<file path="src/rtl/vend_pkg.sv">
`default_nettype none
// +------------------------------------------------------------------------+
// | Package : vend_pkg                                                     |
// | Purpose : Shared encodings for the vending dispense controller: FSM    |
// |           states, product codes, coin values, fault codes and prices.  |
// | Rev     : 1.0  initial release                                         |
// +------------------------------------------------------------------------+
package vend_pkg;

  typedef enum logic [2:0] {
    ST_IDLE     = 3'd0,
    ST_MOTOR    = 3'd1,
    ST_PAY_SEL  = 3'd2,
    ST_PAY_WAIT = 3'd3,
    ST_DONE     = 3'd4,
    ST_FAULT    = 3'd5
  } state_t;

  // Product codes
  localparam logic [1:0] PROD_INVALID = 2'd0;
  localparam logic [1:0] PROD_TEA     = 2'd1;
  localparam logic [1:0] PROD_COFFEE  = 2'd2;
  localparam logic [1:0] PROD_CHOC    = 2'd3;

  // Coin denominations in whole zl
  localparam logic [2:0] COIN_NONE = 3'd0;
  localparam logic [2:0] COIN_1    = 3'd1;
  localparam logic [2:0] COIN_2    = 3'd2;
  localparam logic [2:0] COIN_5    = 3'd5;

  // Fault causes
  localparam logic [1:0] FAULT_NONE        = 2'd0;
  localparam logic [1:0] FAULT_MOTOR_TO    = 2'd1;
  localparam logic [1:0] FAULT_CANNOT_PAY  = 2'd2;
  localparam logic [1:0] FAULT_BAD_PRODUCT = 2'd3;

  // Product prices in zl (used by the vending core when computing change)
  localparam logic [7:0] PRICE_TEA    = 8'd2;
  localparam logic [7:0] PRICE_COFFEE = 8'd3;
  localparam logic [7:0] PRICE_CHOC   = 8'd5;

endpackage : vend_pkg
`default_nettype wire

</file>
<file path="src/rtl/vend_coin_select.sv">
`default_nettype none
// +------------------------------------------------------------------------+
// | Module  : vend_coin_select                                             |
// | Purpose : Combinational greedy coin chooser. Picks the largest coin    |
// |           in {5, 2, 1} not exceeding change_owed whose hopper is not   |
// |           empty.                                                       |
// | Ports   : change_owed  in  8  change still to be paid                  |
// |           hopper_empty in  3  bit0 = 1 zl, bit1 = 2 zl, bit2 = 5 zl    |
// |           coin_val     out 3  chosen coin (0 when none qualifies)      |
// |           valid        out 1  a coin qualifies                         |
// | Rev     : 1.0  initial release                                         |
// +------------------------------------------------------------------------+
module vend_coin_select
  import vend_pkg::*;
(
  input  logic [7:0] change_owed,
  input  logic [2:0] hopper_empty,
  output logic [2:0] coin_val,
  output logic       valid
);

  always_comb begin
    coin_val = COIN_NONE;
    valid    = 1'b0;
    if ((change_owed >= 8'd5) && !hopper_empty[2]) begin
      coin_val = COIN_5;
      valid    = 1'b1;
    end else if ((change_owed >= 8'd2) && !hopper_empty[1]) begin
      coin_val = COIN_2;
      valid    = 1'b1;
    end else if ((change_owed >= 8'd1) && !hopper_empty[0]) begin
      coin_val = COIN_1;
      valid    = 1'b1;
    end
  end

endmodule : vend_coin_select
`default_nettype wire

</file>
<file path="src/rtl/vend_dispense_ctrl.sv">
`default_nettype none
// +------------------------------------------------------------------------+
// | Module  : vend_dispense_ctrl                                           |
// | Purpose : Delivers a paid order: drives the product motor handshake,   |
// |           then pays change coin by coin through the hopper handshake.  |
// | Ports   : clk, reset (sync, active-low)                                |
// |           start, product[1:0], change_in[7:0]     order request        |
// |           motor_req, motor_sel[1:0], motor_done   dispense handshake   |
// |           coin_req, coin_val[2:0], coin_ack       hopper handshake     |
// |           hopper_empty[2:0]                       hopper status        |
// |           busy, done, change_owed[7:0]            status               |
// |           fault, fault_code[1:0]                  sticky fault         |
// | Rev     : 1.0  initial release                                         |
// +------------------------------------------------------------------------+
module vend_dispense_ctrl
  import vend_pkg::*;
#(
  parameter int MOTOR_TIMEOUT = 255
) (
  input  logic       clk,
  input  logic       reset,
  input  logic       start,
  input  logic [1:0] product,
  input  logic [7:0] change_in,
  output logic       busy,
  output logic       motor_req,
  output logic [1:0] motor_sel,
  input  logic       motor_done,
  output logic       coin_req,
  output logic [2:0] coin_val,
  input  logic       coin_ack,
  input  logic [2:0] hopper_empty,
  output logic       done,
  output logic [7:0] change_owed,
  output logic       fault,
  output logic [1:0] fault_code
);

  localparam logic [15:0] TIMEOUT_CNT = 16'(MOTOR_TIMEOUT);

  state_t      state_q, state_d;
  logic        busy_q, busy_d;
  logic        motor_req_q, motor_req_d;
  logic [1:0]  motor_sel_q, motor_sel_d;
  logic        coin_req_q, coin_req_d;
  logic [2:0]  coin_val_q, coin_val_d;
  logic        done_q, done_d;
  logic [7:0]  change_owed_q, change_owed_d;
  logic        fault_q, fault_d;
  logic [1:0]  fault_code_q, fault_code_d;
  logic [15:0] wait_cnt_q, wait_cnt_d;

  logic [2:0]  sel_coin;
  logic        sel_valid;
  logic [15:0] wait_cnt_inc;
  logic [7:0]  owed_after_coin;

  vend_coin_select u_coin_select (
    .change_owed  (change_owed_q),
    .hopper_empty (hopper_empty),
    .coin_val     (sel_coin),
    .valid        (sel_valid)
  );

  assign wait_cnt_inc    = wait_cnt_q + 16'd1;
  // The chooser never picks a coin larger than change_owed, so this cannot wrap.
  assign owed_after_coin = change_owed_q - {5'd0, coin_val_q};

  always_comb begin
    state_d       = state_q;
    motor_req_d   = motor_req_q;
    motor_sel_d   = motor_sel_q;
    coin_req_d    = coin_req_q;
    coin_val_d    = coin_val_q;
    done_d        = 1'b0;
    change_owed_d = change_owed_q;
    fault_d       = fault_q;
    fault_code_d  = fault_code_q;
    wait_cnt_d    = wait_cnt_q;

    case (state_q)
      ST_IDLE: begin
        if (start) begin
          change_owed_d = change_in;
          wait_cnt_d    = 16'd0;
          motor_sel_d   = product;
          if (product == PROD_INVALID) begin
            state_d      = ST_FAULT;
            fault_d      = 1'b1;
            fault_code_d = FAULT_BAD_PRODUCT;
          end else begin
            state_d     = ST_MOTOR;
            motor_req_d = 1'b1;
          end
        end
      end

      ST_MOTOR: begin
        // A completion arriving on the timeout cycle still counts as success.
        if (motor_done) begin
          motor_req_d = 1'b0;
          if (change_owed_q == 8'd0) begin
            state_d = ST_DONE;
            done_d  = 1'b1;
          end else begin
            state_d = ST_PAY_SEL;
          end
        end else begin
          wait_cnt_d = wait_cnt_inc;
          if (wait_cnt_inc == TIMEOUT_CNT) begin
            state_d      = ST_FAULT;
            motor_req_d  = 1'b0;
            fault_d      = 1'b1;
            fault_code_d = FAULT_MOTOR_TO;
          end
        end
      end

      ST_PAY_SEL: begin
        if (change_owed_q == 8'd0) begin
          state_d = ST_DONE;
          done_d  = 1'b1;
        end else if (sel_valid) begin
          state_d    = ST_PAY_WAIT;
          coin_req_d = 1'b1;
          coin_val_d = sel_coin;
        end else begin
          state_d      = ST_FAULT;
          fault_d      = 1'b1;
          fault_code_d = FAULT_CANNOT_PAY;
        end
      end

      ST_PAY_WAIT: begin
        if (coin_ack) begin
          coin_req_d    = 1'b0;
          change_owed_d = owed_after_coin;
          if (owed_after_coin == 8'd0) begin
            state_d = ST_DONE;
            done_d  = 1'b1;
          end else begin
            state_d = ST_PAY_SEL;
          end
        end
      end

      ST_DONE: begin
        state_d = ST_IDLE;
      end

      ST_FAULT: begin
        state_d = ST_FAULT;
      end

      default: begin
        state_d = ST_IDLE;
      end
    endcase

    busy_d = (state_d != ST_IDLE);
  end

  always_ff @(posedge clk) begin
    if (!reset) begin
      state_q       <= ST_IDLE;
      busy_q        <= 1'b0;
      motor_req_q   <= 1'b0;
      motor_sel_q   <= 2'd0;
      coin_req_q    <= 1'b0;
      coin_val_q    <= 3'd0;
      done_q        <= 1'b0;
      change_owed_q <= 8'd0;
      fault_q       <= 1'b0;
      fault_code_q  <= FAULT_NONE;
      wait_cnt_q    <= 16'd0;
    end else begin
      state_q       <= state_d;
      busy_q        <= busy_d;
      motor_req_q   <= motor_req_d;
      motor_sel_q   <= motor_sel_d;
      coin_req_q    <= coin_req_d;
      coin_val_q    <= coin_val_d;
      done_q        <= done_d;
      change_owed_q <= change_owed_d;
      fault_q       <= fault_d;
      fault_code_q  <= fault_code_d;
      wait_cnt_q    <= wait_cnt_d;
    end
  end

  assign busy        = busy_q;
  assign motor_req   = motor_req_q;
  assign motor_sel   = motor_sel_q;
  assign coin_req    = coin_req_q;
  assign coin_val    = coin_val_q;
  assign done        = done_q;
  assign change_owed = change_owed_q;
  assign fault       = fault_q;
  assign fault_code  = fault_code_q;

endmodule : vend_dispense_ctrl
`default_nettype wire

</file>
<file path="config.mk">
export PLATFORM = sky130hd
export DESIGN_NAME = vend_dispense_ctrl
export DESIGN_NICKNAME = d
export VERILOG_FILES = /design/src/rtl/vend_pkg.sv /design/src/rtl/vend_coin_select.sv /design/src/rtl/vend_dispense_ctrl.sv
export SDC_FILE = /design/constraint.sdc
export NUM_CORES = 1
export LEC_CHECK = 0
export ABC_AREA = 0
export CAP_MARGIN = 20
export CORE_UTILIZATION = 30
export DETAILED_ROUTE_END_ITERATION = 7
export GPL_TIMING_DRIVEN = 0
export PLACE_DENSITY_LB_ADDON = 0.2
export SETUP_SLACK_MARGIN = 0.1
export SLEW_MARGIN = 40
export SYNTH_ARGS = -nofsm -noshare
export SYNTH_HDL_FRONTEND = slang
export SYNTH_SLANG_ARGS = --single-unit
</file>
<file path="constraint.sdc">
create_clock -name clk -period 2.4 [get_ports clk]
set_clock_uncertainty 0.15 [all_clocks]
set_input_delay 0.36 -clock clk [delete_from_list [all_inputs] [get_ports clk]]
set_output_delay 0.36 -clock clk [all_outputs]
set_load 0.01 [all_outputs]
</file>
## Word-level counts from Yosys, hierarchy flattened

Cells that the tools add are included.

| word-level totals | value |
|---|---|
| bits in registers | 39 |
| latch bits | 0 |
| bits in writable memories | 0 |
| ROM bits | 0 |
| bits of input ports | 18 |
| output and inout bits | 20 |
| logic and storage cells | 104 |
| memories | 0 |

| cells by class | value |
|---|---|
| add/sub/neg operators | 2 |
| multiply operators | 0 |
| div/mod/pow operators | 0 |
| $lt $le $gt $ge | 3 |
| equal/unequal tests | 15 |
| shift-type cells | 0 |
| multiplexer cells | 50 |
| bitwise gates (word level) | 1 |
| reductions and logical operators | 22 |

Operators with widths:

| kind | number |
|---|---|
| $mux 3 | 11 |
| $mux 16 | 2 |
| $pmux 16 s2 | 1 |
| $mux 1 | 21 |
| $ne 2x2->1 const B | 9 |
| $add 16x1->16 const B | 1 |
| $eq 16x8->1 const B | 1 |
| $logic_not 8->1 | 2 |
| $mux 8 | 2 |
| $pmux 8 s2 | 1 |
| $pmux 3 s5 | 1 |
| $mux 2 | 6 |
| $reduce_and 3->1 | 3 |
| $ge 8x1->1 const B | 1 |
| $ge 8x2->1 const B | 1 |
| $ge 8x3->1 const B | 1 |
| $reduce_and 4->1 | 2 |
| $sub 8x3->8 | 1 |
| $reduce_and 7->1 | 1 |
| $eq 3x2->1 const B | 2 |
| $pmux 1 s3 | 2 |
| $pmux 2 s3 | 1 |
| $reduce_bool 2->1 | 3 |
| $reduce_bool 3->1 | 2 |
| 10 further kinds | 15 |

## Logic depth before layout (Yosys ltp)

| logic depth | value |
|---|---|
| word-level depth | 9 |
| mapped depth | 10 |
| depth with buffers taken out | 10 |

## Cells and area by module

From an unflattened synthesis, not the netlist that was laid out.

| second synthesis, totals | value |
|---|---|
| cells, all modules | 335 |
| area total of the unflattened synthesis | 2598.7 um2 |

Modules (own cells, without submodules):

| module | instances | cells each | area each (um2) | sequential area each (um2) |
|---|---|---|---|---|
| vend_dispense_ctrl | 1 | 322 | 2491.1 | 780.7 |
| vend_coin_select | 1 | 13 | 107.6 | 0.0 |

## Worst setup path after synthesis

OpenSTA, ideal clock, no wires.

| timing | value |
|---|---|
| path kind | register -> register |
| start | register change_owed_q[0], in the netlist change_owed[0] |
| end | register busy_q, in the netlist busy |
| library setup time | 0.143 ns |
| arrival time | 2.104 ns |
| required time | 2.107 ns |
| path slack | 0.003 ns |
| stages on the path, launching flop included | 11 |
| path buffers | 0 |
| period minus slack after synthesis | 2.397 ns |
| cell sequence | dfxtp_1 -> inv_1 -> ha_1 -> inv_1 -> fa_1 -> a211oi_1 -> xnor2_1 -> nand4b_1 -> o32ai_2 -> a311oi_1 -> a41oi_1 |

| between the ends | value |
|---|---|
| cells in the longest elaborated chain, start to end | 9 |
| elaborated cells between the ends (all ways) | 20 |
| classes of those cells | add/sub: 1; order compare: 3; mux: 10; reduce/logical: 6 |

Ends and longest elaborated chain:

| element | line | text |
|---|---|---|
| start, declared | vend_dispense_ctrl.sv:48 | `logic [7:0] change_owed_q, change_owed_d;` |
| start signal, assigned | vend_dispense_ctrl.sv:184 | `change_owed_q <= change_owed_d;` |
| $ge 8x1->1 | vend_coin_select.sv:31 | `end else if ((change_owed >= 8'd1) && !hopper_empty[0]) begin` |
| $logic_and 1x1->1 | vend_coin_select.sv:31 |  |
| $mux 1 | vend_coin_select.sv:31 |  |
| $mux 1 | vend_coin_select.sv:28 | `end else if ((change_owed >= 8'd2) && !hopper_empty[1]) begin` |
| $mux 1 | vend_coin_select.sv:25 | `if ((change_owed >= 8'd5) && !hopper_empty[2]) begin` |
| $mux 3 | vend_dispense_ctrl.sv:123 | `end else if (sel_valid) begin` |
| $mux 3 | vend_dispense_ctrl.sv:120 | `if (change_owed_q == 8'd0) begin` |
| $pmux 3 s5 * | vend_dispense_ctrl.sv:81 | `case (state_q)` |
| $reduce_bool 3->1 * | vend_dispense_ctrl.sv:160 | `busy_d = (state_d != ST_IDLE);` |
| end signal, assigned | vend_dispense_ctrl.sv:178 | `busy_q <= busy_d;` |
| end, declared | vend_dispense_ctrl.sv:42 | `logic busy_q, busy_d;` |

Mark *: on every way between the ends. The rest lies on a longest branch, timed or not.
A chain may end at the register's enable or synchronous reset.

## Final worst setup path

Ends and elaborated chain as after synthesis.

==> results.ini <==
[global_route]
antenna_found_initial=0
grt_overflow=0
grt_max_degree=12
grt_usage=0.168
first_global_vias=2348
grt_pass1_wl_um=11800

[sta]
worst_slew_pin_slew_ps=583
fmax_mhz=437
final-setup-viol-count=0
drv_slew=0
finalHoldViolations=0
rsz0062_at_grt=true
setup_ws_ps=110
min_period_over_period=0.954
fin_crit_ps=2290
max-slew-margin-rel=0.609

[place]
dp_slack_ps=-125
port_buffers=37
place_area_mm2=0.00306
dp_hpwl_um=5350
gp_congestion=0.869

[drt]
dr.pass1.iters=4
wl_um=7330
first_iter_violations=141
drc=0
vias_per_cell=5.41
routedWlPerCell_um=15.2
wl_met1_um=3840
ant_nets=0
met2WireLength_um=3170
routed.top_layer=met4
num_vias=2609
dr_wl_met3_um=224

[floorplan]
ioPinCount=38
die-area_mm2=0.00886
initial_core_util=0.310
die_h_um=94.2
core_area_mm2=0.00822
row_count=33
die_w_um=94.2

[cells_and_area]
finish.instance_area_mm2=0.00335
areaGrowthSynthToFinish_pct=31.5
final_common_cell=clkdlybuf4s50_1
final_cell_mix=clkdlybuf4s50_1, nor2_1, dfxtp_1
antenna_cells=0
regArea_um2=795
multiInputGateArea_mm2=0.00180
num-fill-cells=874
drive_gt1_frac=0.167
layout.nets=400

[min_path]
holdPathEnd=coin_req
hold_depth=2
holdCritStartpoint=coin_req
hold_path.class=reg2reg

[worst_setup_path]
path_depth=10
worst-endpoint-arrival_ps=2310
endpoint_kind=register
cpMostUsedCell=inv_2
path_max_fanout=3
crit_family=compound AO/OA/AOI/OAI gates
rr_endpoint=busy
worstPathCellList=inv_2 -> ha_4 -> inv_2 -> fa_2 -> a211oi_4 -> xnor2_1 -> nand4b_1 -> o32ai_2 -> a311oi_2 -> a41oi_1
critPathBufInv=2
reg2reg_slack_ps=110
r2r_start=change_owed[0]
cp-start-kind=register
crit_path_top_delay_cell=fa_2
r2r.worst_path.cells=10
cpPeakStageDelay_ps=410
crit_type=reg2reg
required_ps=2420

[yosys]
synth_cell_type_count=58
synth.net_count=350
syn_area_mm2=0.00255
async_reset_ff_frac=0
ys_seq_area_frac=0.306
netlist_instances=326
ys_seq_elements=39
syn_avg_cell_area_um2=7.81
ys_warn_count=0
synthFlopType=dfxtp_1
synth-edff-count=0

[power]
peakVddDrop_uv=236
power_density_mw_per_mm2=563
power_mw=1.89
leakage_nw=1.21

[cts]
root_buffer=clkbuf_8
cts_buffer_depth=2
clock_sinks=39
cts_tree=yes
path_clk_slew_ps=80
clk_latency_ps=290
htreeDepth=2
ctsHoldBuffers=0
numCtsBuffers=5

[status]
status=complete, no violations

[run]
cap_violations=0

synthesized netlist by cell type (2+ instances only):
cell type / number / share of area
a21o_1: 3 / 0.0088
nor2b_1: 8 / 0.020
ha_1: 5 / 0.025
inv_1: 13 / 0.019
o21ai_0: 24 / 0.047
o211a_1: 4 / 0.016
buf_2: 5 / 0.0098
o21a_1: 5 / 0.015
nand3_1: 15 / 0.029
and3_1: 6 / 0.015
a211oi_1: 6 / 0.018
o311a_1: 2 / 0.0079
a31oi_1: 6 / 0.015
nand2_1: 26 / 0.038
and2_1: 9 / 0.022
a21oi_1: 23 / 0.045
mux2i_1: 2 / 0.0079
o211ai_1: 2 / 0.0059
nor4_1: 7 / 0.017
and3b_1: 2 / 0.0069
a22oi_1: 3 / 0.0088
or3_1: 4 / 0.0098
xnor2_1: 6 / 0.021
nand4_1: 3 / 0.0074
dfxtp_1: 39 / 0.31
clkbuf_1: 7 / 0.010
o221a_2: 3 / 0.013
a21boi_0: 5 / 0.015
a311oi_1: 2 / 0.0069
nand2b_1: 5 / 0.012
nand3b_1: 4 / 0.012
nor2_1: 32 / 0.047
nor3_1: 14 / 0.028
or4_1: 2 / 0.0059
report_power, final:
part,switching (mW),internal (mW),total [mW]
registers,0.0567,0.693,0.750
clock network,0.239,0.263,0.502
logic,0.345,0.289,0.634
total,0.641,1.24,1.89
per-stage QoR:
step / TNS (ps) / instances / hold slack [ps] / utilization
after floorplan: 0 / 326 / 315 / -
after global placement: -4180 / 468 / 283 / 0.372
after detailed placement: -717 / 468 / 290 / 0.372
after CTS: 0 / 480 / 302 / 0.396
after global routing: -22.8 / 482 / 309 / 0.408
final: 0 / 482 / 301 / 0.408
worst min-delay path, stage by stage (launching register included):
cell and delay [ps]:
dfxtp_1 320, inv_1 50, a21oi_1 50
per-layer routing:
metal,GRT usage,up-vias
met1,0.252,1238
met5,0,-
met2,0.252,60
met4,0.0359,0
met3,0.0227,11
li1,-,1300
registers in the layout, summed over array words and instances, names as in the netlist:
register,cells
wait_cnt_q,16
change_owed,8
coin_val,3
state_q,3
fault_code,2
motor_sel,2
busy,1
coin_req,1
done,1
fault,1
motor_req,1
cell type report:
cell class | count | area share
timing repair buffer | 43 | 0.124
sequential | 39 | 0.237
clock buffer | 8 | 0.0299
multi-input combinational | 261 | 0.537
inverter | 13 | 0.0146
buffer | 13 | 0.0183
tap | 105 | 0.0392
worst max path at each step:
| stage | startpoint | end | slack, ps |
|---|---|---|---|
| floorplan | change_owed[0] | busy | 120 |
| global placement | motor_done | wait_cnt_q[2] | -560 |
| detailed placement | wait_cnt_q[0] | fault_code[1] | -130 |
| CTS | change_owed[0] | busy | 40 |
| global route | change_owed[0] | busy | -20 |
| finish | change_owed[0] | busy | 110 |
logic make-up after synthesis:
group	Yosys count	synth area share
compound gates	98	0.264
xor+xnor	7	0.0241
fa+ha+maj	6	0.0324
buf+inv	26	0.0422
flops	39	0.306
mux	3	0.0123
simple gates	147	0.318
what timing repair did:
action                                  in CTS  in global routing
endpoints found under the setup margin       9                 18
setup buffers                                4                  2
resized for setup                           18                 21
pin swaps                                    8                  5
endpoints found under the hold margin        0                  0
gates cloned                                 0                  0
Power figures use the tool's default switching activity.
